File: config.mk
export PLATFORM = sky130hd
export DESIGN_NAME = prime_sweep_ctrl
export DESIGN_NICKNAME = d
export VERILOG_FILES = /design/src/rtl/prime_sweep_ctrl.sv
export SDC_FILE = /design/constraint.sdc
export NUM_CORES = 1
export LEC_CHECK = 0
export ABC_AREA = 1
export CORE_UTILIZATION = 36
export DETAILED_ROUTE_END_ITERATION = 8
export GPL_TIMING_DRIVEN = 0
export SLEW_MARGIN = 20
export SYNTH_ARGS = -nofsm -noshare
export SYNTH_HDL_FRONTEND = slang
export SYNTH_SLANG_ARGS = --single-unit
File: constraint.sdc
create_clock -name clk -period 1.5 [get_ports clk]
set_input_delay 0.3 -clock clk [delete_from_list [all_inputs] [get_ports clk]]
set_output_delay 0.3 -clock clk [all_outputs]
set_load 0.05 [all_outputs]
File: src/rtl/prime_sweep_ctrl.sv
// Sweep sequencer for the single-number prime checker core: runs every value
// in [lo_i, hi_i] through the core and gathers a prime bitmap and count.
module prime_sweep_ctrl #(
  parameter int unsigned W       = 4,
  parameter int unsigned TIMEOUT = 64
) (
  input  logic              clk,
  input  logic              rst_n,
  input  logic              start_i,
  input  logic [W-1:0]      lo_i,
  input  logic [W-1:0]      hi_i,
  output logic              busy_o,
  output logic              done_o,
  output logic              err_o,
  output logic [2**W-1:0]   prime_map_o,
  output logic [W:0]        prime_cnt_o,
  output logic              chk_en_o,
  output logic [W-1:0]      chk_data_o,
  input  logic              chk_valid_i,
  input  logic              chk_prime_i
);

  localparam int unsigned CW = W + 1;
  localparam int unsigned TW = $clog2(TIMEOUT + 1);
  // FIN is entered on the cycle after this timer value, i.e. exactly
  // TIMEOUT cycles after the ISSUE cycle.
  localparam int unsigned TLAST = TIMEOUT - 2;

  typedef enum logic [2:0] {
    IDLE,
    CHECK,
    ISSUE,
    WAIT_BUSY,
    WAIT_DONE,
    NEXT,
    FIN
  } state_t;

  state_t        state;
  logic [W-1:0]  cur;
  logic [W-1:0]  hi_q;
  logic [TW-1:0] timer;

  always_ff @(posedge clk or negedge rst_n) begin
    if (!rst_n) begin
      state       <= IDLE;
      cur         <= '0;
      hi_q        <= '0;
      timer       <= '0;
      busy_o      <= 1'b0;
      done_o      <= 1'b0;
      err_o       <= 1'b0;
      prime_map_o <= '0;
      prime_cnt_o <= '0;
      chk_en_o    <= 1'b0;
      chk_data_o  <= '0;
    end else begin
      case (state)
        IDLE: begin
          if (start_i) begin
            cur         <= lo_i;
            hi_q        <= hi_i;
            prime_map_o <= '0;
            prime_cnt_o <= '0;
            if (lo_i > hi_i) begin
              err_o  <= 1'b1;
              done_o <= 1'b1;
              state  <= FIN;
            end else begin
              err_o  <= 1'b0;
              busy_o <= 1'b1;
              state  <= CHECK;
            end
          end
        end

        // 0 and 1 are never sent to the core; they are simply not prime.
        CHECK: begin
          if (cur < W'(2)) begin
            state <= NEXT;
          end else begin
            chk_data_o <= cur;
            chk_en_o   <= 1'b1;
            state      <= ISSUE;
          end
        end

        ISSUE: begin
          chk_en_o <= 1'b0;
          timer    <= '0;
          state    <= WAIT_BUSY;
        end

        WAIT_BUSY: begin
          if (!chk_valid_i) begin
            timer <= '0;
            state <= WAIT_DONE;
          end else if (timer == TW'(TLAST)) begin
            err_o  <= 1'b1;
            busy_o <= 1'b0;
            done_o <= 1'b1;
            state  <= FIN;
          end else begin
            timer <= timer + TW'(1);
          end
        end

        WAIT_DONE: begin
          if (chk_valid_i) begin
            if (chk_prime_i) begin
              prime_map_o[cur] <= 1'b1;
              prime_cnt_o      <= prime_cnt_o + CW'(1);
            end
            state <= NEXT;
          end else if (timer == TW'(TLAST)) begin
            err_o  <= 1'b1;
            busy_o <= 1'b0;
            done_o <= 1'b1;
            state  <= FIN;
          end else begin
            timer <= timer + TW'(1);
          end
        end

        // Equality stop so hi = all-ones terminates without wrapping cur.
        NEXT: begin
          if (cur == hi_q) begin
            busy_o <= 1'b0;
            done_o <= 1'b1;
            state  <= FIN;
          end else begin
            cur   <= cur + W'(1);
            state <= CHECK;
          end
        end

        FIN: begin
          done_o <= 1'b0;
          state  <= IDLE;
        end

        default: begin
          busy_o   <= 1'b0;
          done_o   <= 1'b0;
          chk_en_o <= 1'b0;
          state    <= IDLE;
        end
      endcase
    end
  end

endmodule

==> results of run 1 <==
synthesized netlist by cell type, types with 2 or more instances:
cell type	n
inv_2	2
nand2_2	2
a21oi_1	27
nand2_4	3
nand2_1	83
o21ai_0	22
inv_1	52
mux2i_1	2
nor2_1	21
nor2_4	4
buf_2	2
nand4_1	3
dfrtp_1	47
xor2_1	4
ha_1	11
nand3_1	31
o21ai_1	3
o22ai_1	3
nand3_2	2
worst max-delay path by stage:
stage                   startpoint              to  slack, ps  cells after the start
floorplan           prime_cnt_o[0]  prime_cnt_o[4]         20                      4
global placement             rst_n  prime_map_o[9]      -1250                      1
detailed placement         hi_i[1]        state[1]       -470                     11
CTS                 prime_map_o[9]  prime_map_o[9]          1                      1
global route              state[0]  prime_map_o[0]        -50                      9
finish                    state[1]          done_o         10                      9
registers in the layout, indices dropped and copies added (netlist names):
name and count:
prime_cnt_o 5, err_o 1, timer 7, done_o 1, hi_q 4, cur 4, prime_map_o 16, state 3
busy_o 1, chk_en_o 1, chk_data_o 4
final cells by class:
type,instances,area share (%)
Timing Repair Buffer,55,13.8
Multi-Input combinational cell,228,39.0
Sequential cell,47,33.5
Inverter,56,6.42
Tap cell,96,3.40
Clock buffer,6,2.34
Clock inverter,2,1.10
Buffer,2,0.425
tightest hold or removal path: cells and delay by family:
kind,cells,cell delay (ps)
buffers and inverters,1,120
AND/OR/NAND/NOR,1,60
AO/OA/AOI/OAI,1,70
power breakdown:
group / switching [mW] / total (mW) / leakage (nW) / internal [mW]
combinational: 2.89 / 4.23 / 1.11 / 1.35
clock: 0.460 / 1.01 / 0.0618 / 0.549
sequential: 0.364 / 2.09 / 0.611 / 1.73
cell usage in the layout, fill, tap and decap left out, types with 7 or more instances in the layout:
cell type / instances
nor2_1: 15
o21ai_0: 19
ha_1: 9
inv_1: 43
dfrtp_1: 41
nand3_1: 27
inv_2: 8
nand2_1: 70
clkbuf_2: 13
a21oi_1: 20
buf_4: 10
clkdlybuf4s15_1: 10
a21oi_2: 7
nand2_2: 13
metal layers:
layer  vias to the layer above  GRT usage (%)
li1                       1197              -
met1                      1122           24.0
met2                        56           26.1
met3                         9           3.22
met4                         0           4.70
met5                         -              0
cells by family (layout without fill, tap and decap cells):
group / Yosys count / count (layout) / share of synthesized area [%]
and+or+nand+nor: 153 / 153 / 27.0
AOI/OAI and AO/OA: 58 / 58 / 11.7
buffers and inverters: 58 / 121 / 8.58
DFF: 47 / 47 / 45.3
adders and majority gates: 11 / 11 / 5.30
xor gates and xnor gates: 4 / 4 / 1.35
muxes: 2 / 2 / 0.771
repair_timing:
item | 4_1_cts | 5_1_grt
endpoints found under the setup margin | 60 | 52
buffers inserted | 7 | 5
resized for setup | 77 | 77
pin swaps | 13 | 12
hold buffers | 1 | 0
hold endpoints to repair | 21 | 0
per-stage QoR:
step | hold WS, ps | instance area [sq um] | setup TNS (ps)
final | 271 | 3530 | 0
after global placement | 467 | 3130 | -63670
after floorplan | 4.41 | 2590 | 0
after detailed placement | 312 | 3140 | -5400
after CTS | 403 | 3380 | 0
after global routing | 306 | 3530 | -401
==> impl_metrics.toml, run 1 <==
[clocking]
clk-insertion-delay-late_ps = 300
tritoncts = "done"
clock_path_buffers = 2
cts.clk_slew.worst_paths_ps = 90
cts_made_buffers = 5
cts_sinks = 47
htree_levels = 2
cts-root-buf = "clkbuf_8"

[sta]
fin_worst_skew_ps = 5.16
slew_violations = 0
hold_violations = 0
worstMarginPinSlew_ps = 544
setup_violations = 0
fmax_mhz = 673
slew_headroom_pct = 63.8
rsz0062_at_grt = "yes"
layout_min_cycle_time_ps = 1490
fin_crit_sh_pct = 99.0
timing.final.ws_setup_ps = 14.7

[critical_path]
crit_chain = "buf_4 -> nand3_2 -> inv_2 -> nand2_2 -> nand2_2 -> nor2_2 -> nand2_2 -> o21ai_1 -> nand2_1"
required_ps = 1700
critPathBufInv = 2
slowest_delay_ps = 440
r2r_start = "state[1]"
cp_max_fo = 6
crit_path_top_delay_cell = "dfrtp_2"
arrival_ps = 1690
worstSetupPathType = "reg2reg"
start_kind = "register"
reg2regPathDepth = 9
endpoint_kind = "register"
critPathMostFrequentCell = "nand2_2"
cp_top_family = "simple AND/OR/NAND/NOR gates"
rrSetupSlack_ps = 10
reg2reg_to = "done_o"

[drt]
dr_wl_met3_um = 241
routed_via_density = 4.85
vias = 2384
drt-wirelength-per-cell_um = 12.6
top_layer = "met4"
routed_wl_mm = 6.19
wl_met2_mm = 2.91
drc_errors = 0
met1Wirelength_mm = 2.95
ant_nets = 0
drt_iter0_drc = 110
drtPass1Iterations = 4

[final_layout]
fillers = 664
finalNetCount = 419
layoutNonFillerInstCount = 492
final_util_pct = 51.4
n_antenna_cell = 0
multi_input_area_sq_um = 1380
drive_gt1_share_pct = 27.8
final-seq-area_sq_um = 1180
area_growth_pct = 36.0

[yosys]
ys_seq_area_share_pct = 45.3
syn_avg_cell_area_sq_um = 7.79
synthFlopType = "dfrtp_1"
synth_edf_count = 0
synth_cell_types = 28
synth_area_leaders = "dfrtp_1, nand2_1, inv_1, nand3_1, ha_1"
synth-warning-count = 0
syn-num-nets = 357
synth_cells = 333
synth_top_area_share_pct = 45.3
netlist_area_sq_um = 2590
yosys.area.top_type = "dfrtp_1"
async_reset_ff_share_pct = 100
ys_ff_latch = 47

[power_and_ir_drop]
power.density_nw_per_um2 = 2080
peakVddDrop_v = 0.000519
p_leak_nw = 1.78
power_mw = 7.34

[global_route]
grt_start_max_net_pins = 27
grt_pass1_wl_mm = 10.1
overflow = 0
antenna_found_initial = 0
grt_pass1_vias = 2204
grtUsageTotal_pct = 16.8

[floorplan]
die_w_um = 86.9
core_area_sq_um = 6870
start_util_pct = 37.8
ios = 42
dieArea_sq_um = 7550
die_y_um = 86.9
num_rows = 30

[hold_path]
whs_endpoint = "hi_q[0]"
hold_start = "hi_i[0]"
min_path_cells = 3
holdCritPathClass = "in2reg"

[place]
place_ws_ps = -469
gp_congestion = 0.863
dp_cells = 471
io_buffers = 41
dpl.hpwl_mm = 4.32

[status]
status = "finished clean"

[run]
timing.max_cap.violations = 0
Power figures use the tool's default switching activity.
==> run 2: changes to the inputs <==
--- a/config.mk
+++ b/config.mk
@@ -8,6 +8,7 @@
 export ABC_AREA = 1
 export CORE_UTILIZATION = 36
 export DETAILED_ROUTE_END_ITERATION = 8
+export GPL_ROUTABILITY_DRIVEN = 0
 export GPL_TIMING_DRIVEN = 0
 export SLEW_MARGIN = 20
 export SYNTH_ARGS = -nofsm -noshare
==> run 2 against run 1 <==
Net effect:
- the flow now finishes with violations (setup timing)
- first-iteration DRC count shrank 28%
- setup slack lost 23 ps
- via count shrank 0.71%
- critical path depth is the same
- count of clock-buffer cells in the layout shrank 1
- global-route usage grew 0.13 points
- worst hold slack gained 1.7 ps
- register-to-register slack lost 20 ps
==> impl_metrics.toml, run 2 (synthesis gave the netlist of run 1 again) <==
[place]
io_buffers = 41
place_area_sq_um = 3140
dp_cells = 471
place_ws_ps = -484
dpl.hpwl_mm = 4.36

[drt]
drt_iter0_drc = 79
vias = 2367
drt-wirelength-per-cell_um = 12.3
routed_wl_mm = 6.08
routed_via_density = 4.79
drc_errors = 0
drtPass1Iterations = 4
ant_nets = 0

[final_layout]
fillers = 679
area_growth_pct = 35.9
largest_reg_flops = 16
largest_register = "prime_map_o"
finalNetCount = 421
fin_area_sq_um = 3530
final_cell_mix = "nand2_1, inv_1, dfrtp_1, nand3_1, a21oi_1"
top_regs = "prime_map_o x16, timer x7, prime_cnt_o x5"
n_antenna_cell = 0
drive_gt1_share_pct = 28.1
multi_input_area_sq_um = 1380
final_common_cell = "nand2_1"
final-seq-area_sq_um = 1180
layoutNonFillerInstCount = 494
final_util_pct = 51.3

[global_route]
grt_pass1_vias = 2220
grtUsageTotal_pct = 17.0
grt_pass1_wl_mm = 10.1
grt_start_max_net_pins = 30
overflow = 0
antenna_found_initial = 0

[hold_path]
holdCritPathClass = "in2reg"
hold_start = "hi_i[0]"

[sta]
slew_headroom_pct = 67.8
fin_worst_skew_ps = 9.40
timing.final.ws_setup_ps = -8.10
layout_min_cycle_time_ps = 1510
setup_violations = 1
hold_violations = 0
finalSetupTns_ps = -8.10
worstMarginPinSlew_ps = 484
slew_violations = 0
fmax_mhz = 663
fin_crit_sh_pct = 101
rsz0062_at_grt = "yes"

[clocking]
cts_sinks = 47
tritoncts = "done"
clk-insertion-delay-late_ps = 300
cts_made_buffers = 5
htree_levels = 2
clock_path_buffers = 2
cts.clk_slew.worst_paths_ps = 90
cts-root-buf = "clkbuf_8"

[status]
status = "finished with violations"
violations = "setup timing"

[floorplan]
core_area_sq_um = 6870
ios = 42
die_w_um = 86.9
dieArea_sq_um = 7550
num_rows = 30
die_y_um = 86.9
start_util_pct = 37.8

[critical_path]
worstSetupPathType = "reg2reg"
endpoint_kind = "register"
required_ps = 1740
startpoint = "state[0]"
r2r_start = "state[0]"
cp_max_fo = 6
start_kind = "register"
arrival_ps = 1750

[power_and_ir_drop]
peakVddDrop_v = 0.000550
power.density_nw_per_um2 = 2040
p_leak_nw = 1.82

[run]
timing.max_cap.violations = 0
-- run 2: cell count changes in the layout (fill, tap and decap cells not counted), sizes merged --
cell / before / now
buf: 14 / 17
clkdlybuf4s15: 16 / 13
dlygate4sd2: 5 / 2
dlymetal6s2s: 3 / 6
clkbuf: 21 / 22
clkinv: 0 / 1
-- run 2: final cells by class --
cell class                 instances  area share [%]
inverter                          56            6.28
buffer                             2           0.355
timing repair buffer              57            14.0
clock inverter                     3            1.31
clock buffer                       5            1.95
multi-input combinational        228            39.1
tap                               96            3.41
sequential                        47            33.6
-- run 2: what timing repair did --
| action | in CTS | in global routing |
|---|---|---|
| endpoints found under the hold margin | 18 | 0 |
| buffers inserted | 6 | 8 |
| hold buffers | 1 | 0 |
| pin swaps | 10 | 13 |
| gates resized for setup | 79 | 74 |
| endpoints found under the setup margin | 60 | 55 |
-- run 2: critical path, cell delays in order, from the launching register on --
cell     delay, ps
dfrtp_2        460
inv_2          110
nand2_4         70
nor2_4         190
nand2_2         90
nand2_4         90
nand2_8         90
nor2_4         150
nand2_1         80
a21oi_2        110
-- run 2: final timing paths --
| check | to | slack [ps] | cells past startpoint |
|---|---|---|---|
| min in group asynchronous | prime_cnt_o[2] | 470 | 2 |
| hold / removal | hi_q[0] | 270 | 3 |
| max in group asynchronous | state[2] | 510 | 3 |
| setup / recovery | prime_map_o[2] | -8 | 9 |
| hold reg to reg | busy_o | 490 | 2 |
| setup reg to reg | prime_map_o[2] | -8 | 9 |
-- run 2: where the power goes --
group          internal [mW]  switching (mW)  leakage [nW]
Sequential              1.73           0.383         0.611
Combinational           1.32            2.79          1.15
Clock                  0.502           0.457        0.0548
-- run 2: metal layers --
metal / share of wire, % / track usage [%] / wire [um]
met3: 3.0 / 2.84 / 184
met5: 0 / 0 / 0
met2: 48 / 27.2 / 2890
met4: 1.0 / 4.55 / 61
met1: 48 / 23.7 / 2950
-- run 2: per-stage QoR --
stage / hold slack (ps) / power (mW)
floorplan: 4.41 / 4.72
global placement: 468 / 5.79
detailed placement: 274 / 5.83
CTS: 476 / 6.90
global route: 298 / 7.70
finish: 273 / 7.19
==> run 3: changes to the inputs <==
--- a/config.mk
+++ b/config.mk
@@ -5,7 +5,6 @@
 export SDC_FILE = /design/constraint.sdc
 export NUM_CORES = 1
 export LEC_CHECK = 0
-export ABC_AREA = 1
 export CORE_UTILIZATION = 36
 export DETAILED_ROUTE_END_ITERATION = 8
 export GPL_ROUTABILITY_DRIVEN = 0
==> run 3 against run 2 <==
Net effect:
- the run still ends with setup timing left
- cell count fell by 13%
- sequential share of layout area fell by 0.80 points
- largest cell class unchanged
- count of clock-buffer cells in the layout did not move
- first-iteration DRC count rose by 18%
- setup slack got worse by 200 ps
- die area fell by 3.0%
- register-to-register slack got worse by 200 ps
- largest power group unchanged
- highest routed layer unchanged
- critical path depth fell by 3
- sequential power barely moved
- clock power fell by 16%
- critical path type unchanged
- fmax fell by 12%
==> impl_metrics.toml, run 3 <==
[status]
status = "finished with violations"
violations = "setup timing"

[yosys]
async_reset_ff_share_pct = 100
syn_avg_cell_area_sq_um = 9.05
yosysMostFrequentCell = "dfrtp_1"
yosys.area.top_type = "dfrtp_1"
ys_seq_area_share_pct = 46.7
synth_top_area_share_pct = 46.7
ys_ff_latch = 47
synthFlopType = "dfrtp_1"
synth_cell_types = 42
yosys-top-cells-count = "dfrtp_1, nor2_1, a21oi_1, o21ai_0, nand2_1"
synth_cells = 278
syn-num-nets = 302
synth-warning-count = 0
synth_edf_count = 0
synth_area_leaders = "dfrtp_1, a21oi_1, nor2_1, ha_1, o21ai_0"
netlist_area_sq_um = 2520

[critical_path]
slowest_delay_ps = 520
crit_chain = "buf_6 -> or4b_4 -> o41ai_2 -> a221oi_2 -> a211o_1 -> a21o_1"
reg2reg_to = "busy_o"
rrSetupSlack_ps = -210
required_ps = 1710
start_kind = "register"
reg2regPathDepth = 6
startpoint = "state[2]"
worstSetupPathType = "reg2reg"
cp_top_family = "compound AO/OA/AOI/OAI gates"
r2r_start = "state[2]"
arrival_ps = 1920
endpoint_kind = "register"
cp_max_fo = 8
critPathBufInv = 1
crit_path_top_delay_cell = "or4b_4"

[sta]
setup_violations = 30
fin_worst_skew_ps = 7.72
slew_headroom_pct = 67.4
slew_violations = 0
fmax_mhz = 585
worstMarginPinSlew_ps = 491
hold_violations = 0
rsz0062_at_grt = "yes"
fin_crit_sh_pct = 114
fin_hold_ws_ps = 315
layout_min_cycle_time_ps = 1710
timing.final.ws_setup_ps = -211

[clocking]
clock_path_buffers = 2
tritoncts = "done"
cts-root-buf = "clkbuf_8"
cts.clk_slew.worst_paths_ps = 90
htree_levels = 2
cts_sinks = 47
clk-insertion-delay-late_ps = 310
cts_made_buffers = 5

[global_route]
overflow = 0
grt_pass1_vias = 2190
grtUsageTotal_pct = 18.5
grt_start_max_net_pins = 20
grt_pass1_wl_mm = 10.7
antenna_found_initial = 0

[run]
timing.max_cap.violations = 0

[hold_path]
min_path_cells = 3
holdCritPathClass = "in2reg"
hold_start = "hi_i[2]"
whs_endpoint = "hi_q[2]"

[final_layout]
multi_input_area_sq_um = 1450
largest_register = "prime_map_o"
finalNetCount = 374
final_common_cell = "dfrtp_1"
drive_gt1_share_pct = 34.2
fin_area_sq_um = 3600
top_regs = "prime_map_o x16, timer x7, prime_cnt_o x5"
area_growth_pct = 43.1
n_antenna_cell = 0
fillers = 628
final_cell_mix = "dfrtp_1, nor2_1, a21oi_1, buf_4, clkbuf_2"
largest_reg_flops = 16
final-seq-area_sq_um = 1180

[floorplan]
ios = 42
num_rows = 30
core_area_sq_um = 6760
dieArea_sq_um = 7330
die_w_um = 85.6
die_y_um = 85.6
start_util_pct = 37.2

[drt]
drtPass1Iterations = 4
drc_errors = 0
vias = 2281
wl_met2_mm = 3.07
ant_nets = 0
top_layer = "met4"
routed_wl_mm = 6.37
drt_iter0_drc = 93
met1Wirelength_mm = 3.06
dr_wl_met3_um = 170
routed_via_density = 5.29
drt-wirelength-per-cell_um = 14.8

[place]
dpl.hpwl_mm = 4.53
io_buffers = 41
place_area_sq_um = 3210

[power_and_ir_drop]
peakVddDrop_v = 0.00122
power.density_nw_per_um2 = 1940
p_leak_nw = 1.64
power_mw = 7.00
## run 3: cell types whose count changed in the layout (fill, tap and decap cells not counted), moves of 6 or more
| cell | before | now |
|---|---|---|
| buf_4 | 13 | 19 |
| a21oi_1 | 21 | 29 |
| o21ai_0 | 19 | 8 |
| a22o_1 | 0 | 6 |
| inv_1 | 44 | 8 |
| o21ai_1 | 2 | 16 |
| nor2_1 | 19 | 36 |
| buf_6 | 0 | 13 |
| inv_2 | 7 | 1 |
| nand2_4 | 6 | 0 |
| nand2_1 | 68 | 17 |
| nand2_2 | 13 | 1 |
| nand3_1 | 29 | 8 |
## run 3: per-stage QoR
step / std cells / utilization [%] / worst slack (ps) / TNS [ps]
2_1_floorplan: 278 / - / -241 / -2240
3_3_place_gp: 399 / 46.8 / -1280 / -81840
3_5_place_dp: 401 / 47.6 / -911 / -22010
4_1_cts: 422 / 51.6 / -277 / -4900
5_1_grt: 431 / 53.3 / -267 / -5710
6_report: 431 / 53.3 / -211 / -2140
## run 3: where the power goes
part	internal, mW	total [mW]	switching [mW]	leakage, nW
registers	1.70	2.09	0.388	0.616
logic	1.60	4.10	2.51	0.980
clock network	0.335	0.809	0.474	0.0485
total	3.63	7.00	3.37	1.64
## run 3: worst max-delay path by stage
stage	to	cells past startpoint
6_report	busy_o	6
5_1_grt	busy_o	6
4_1_cts	busy_o	6
3_5_place_dp	done_o	8
3_3_place_gp	timer[3]	1
2_1_floorplan	busy_o	7
## run 3: area by class of cell
class,count,share of cell area (%)
plain buffers,10,3.02
clock buffers,5,1.91
clock inverters,3,0.625
inverters,13,2.19
multi-input cells,204,40.4
flip-flops and latches,47,32.8
well taps,80,2.78
repair buffers,69,16.3
## run 3: per-layer routing
layer	track usage (%)	vias up
met2	28.9	43
li1	-	1135
met5	0	-
met1	26.5	1098
met3	2.98	5
met4	5.15	0
## run 3: cells by family after synthesis
group,Yosys count,share of synthesized area (%)
AO/OA/AOI/OAI,79,18.8
adder cells (fa/ha/maj),11,5.47
AND/OR/NAND/NOR,102,19.7
multiplexers,5,2.09
flip-flops,47,46.7
XOR/XNOR,7,2.44
buffers and inverters,27,4.77
## run 3: timing repair
action / CTS / global route
pin swaps: 13 / 13
hold endpoints to repair: 15 / 0
resized for setup: 99 / 87
buffers inserted: 15 / 10
setup endpoints to repair: 72 / 65
cloned: 0 / 1
hold buffers: 1 / 0
## run 3: tightest hold or removal path: stages
cell	delay, ps
clkbuf_2	140
inv_12	70
o21ai_0	70
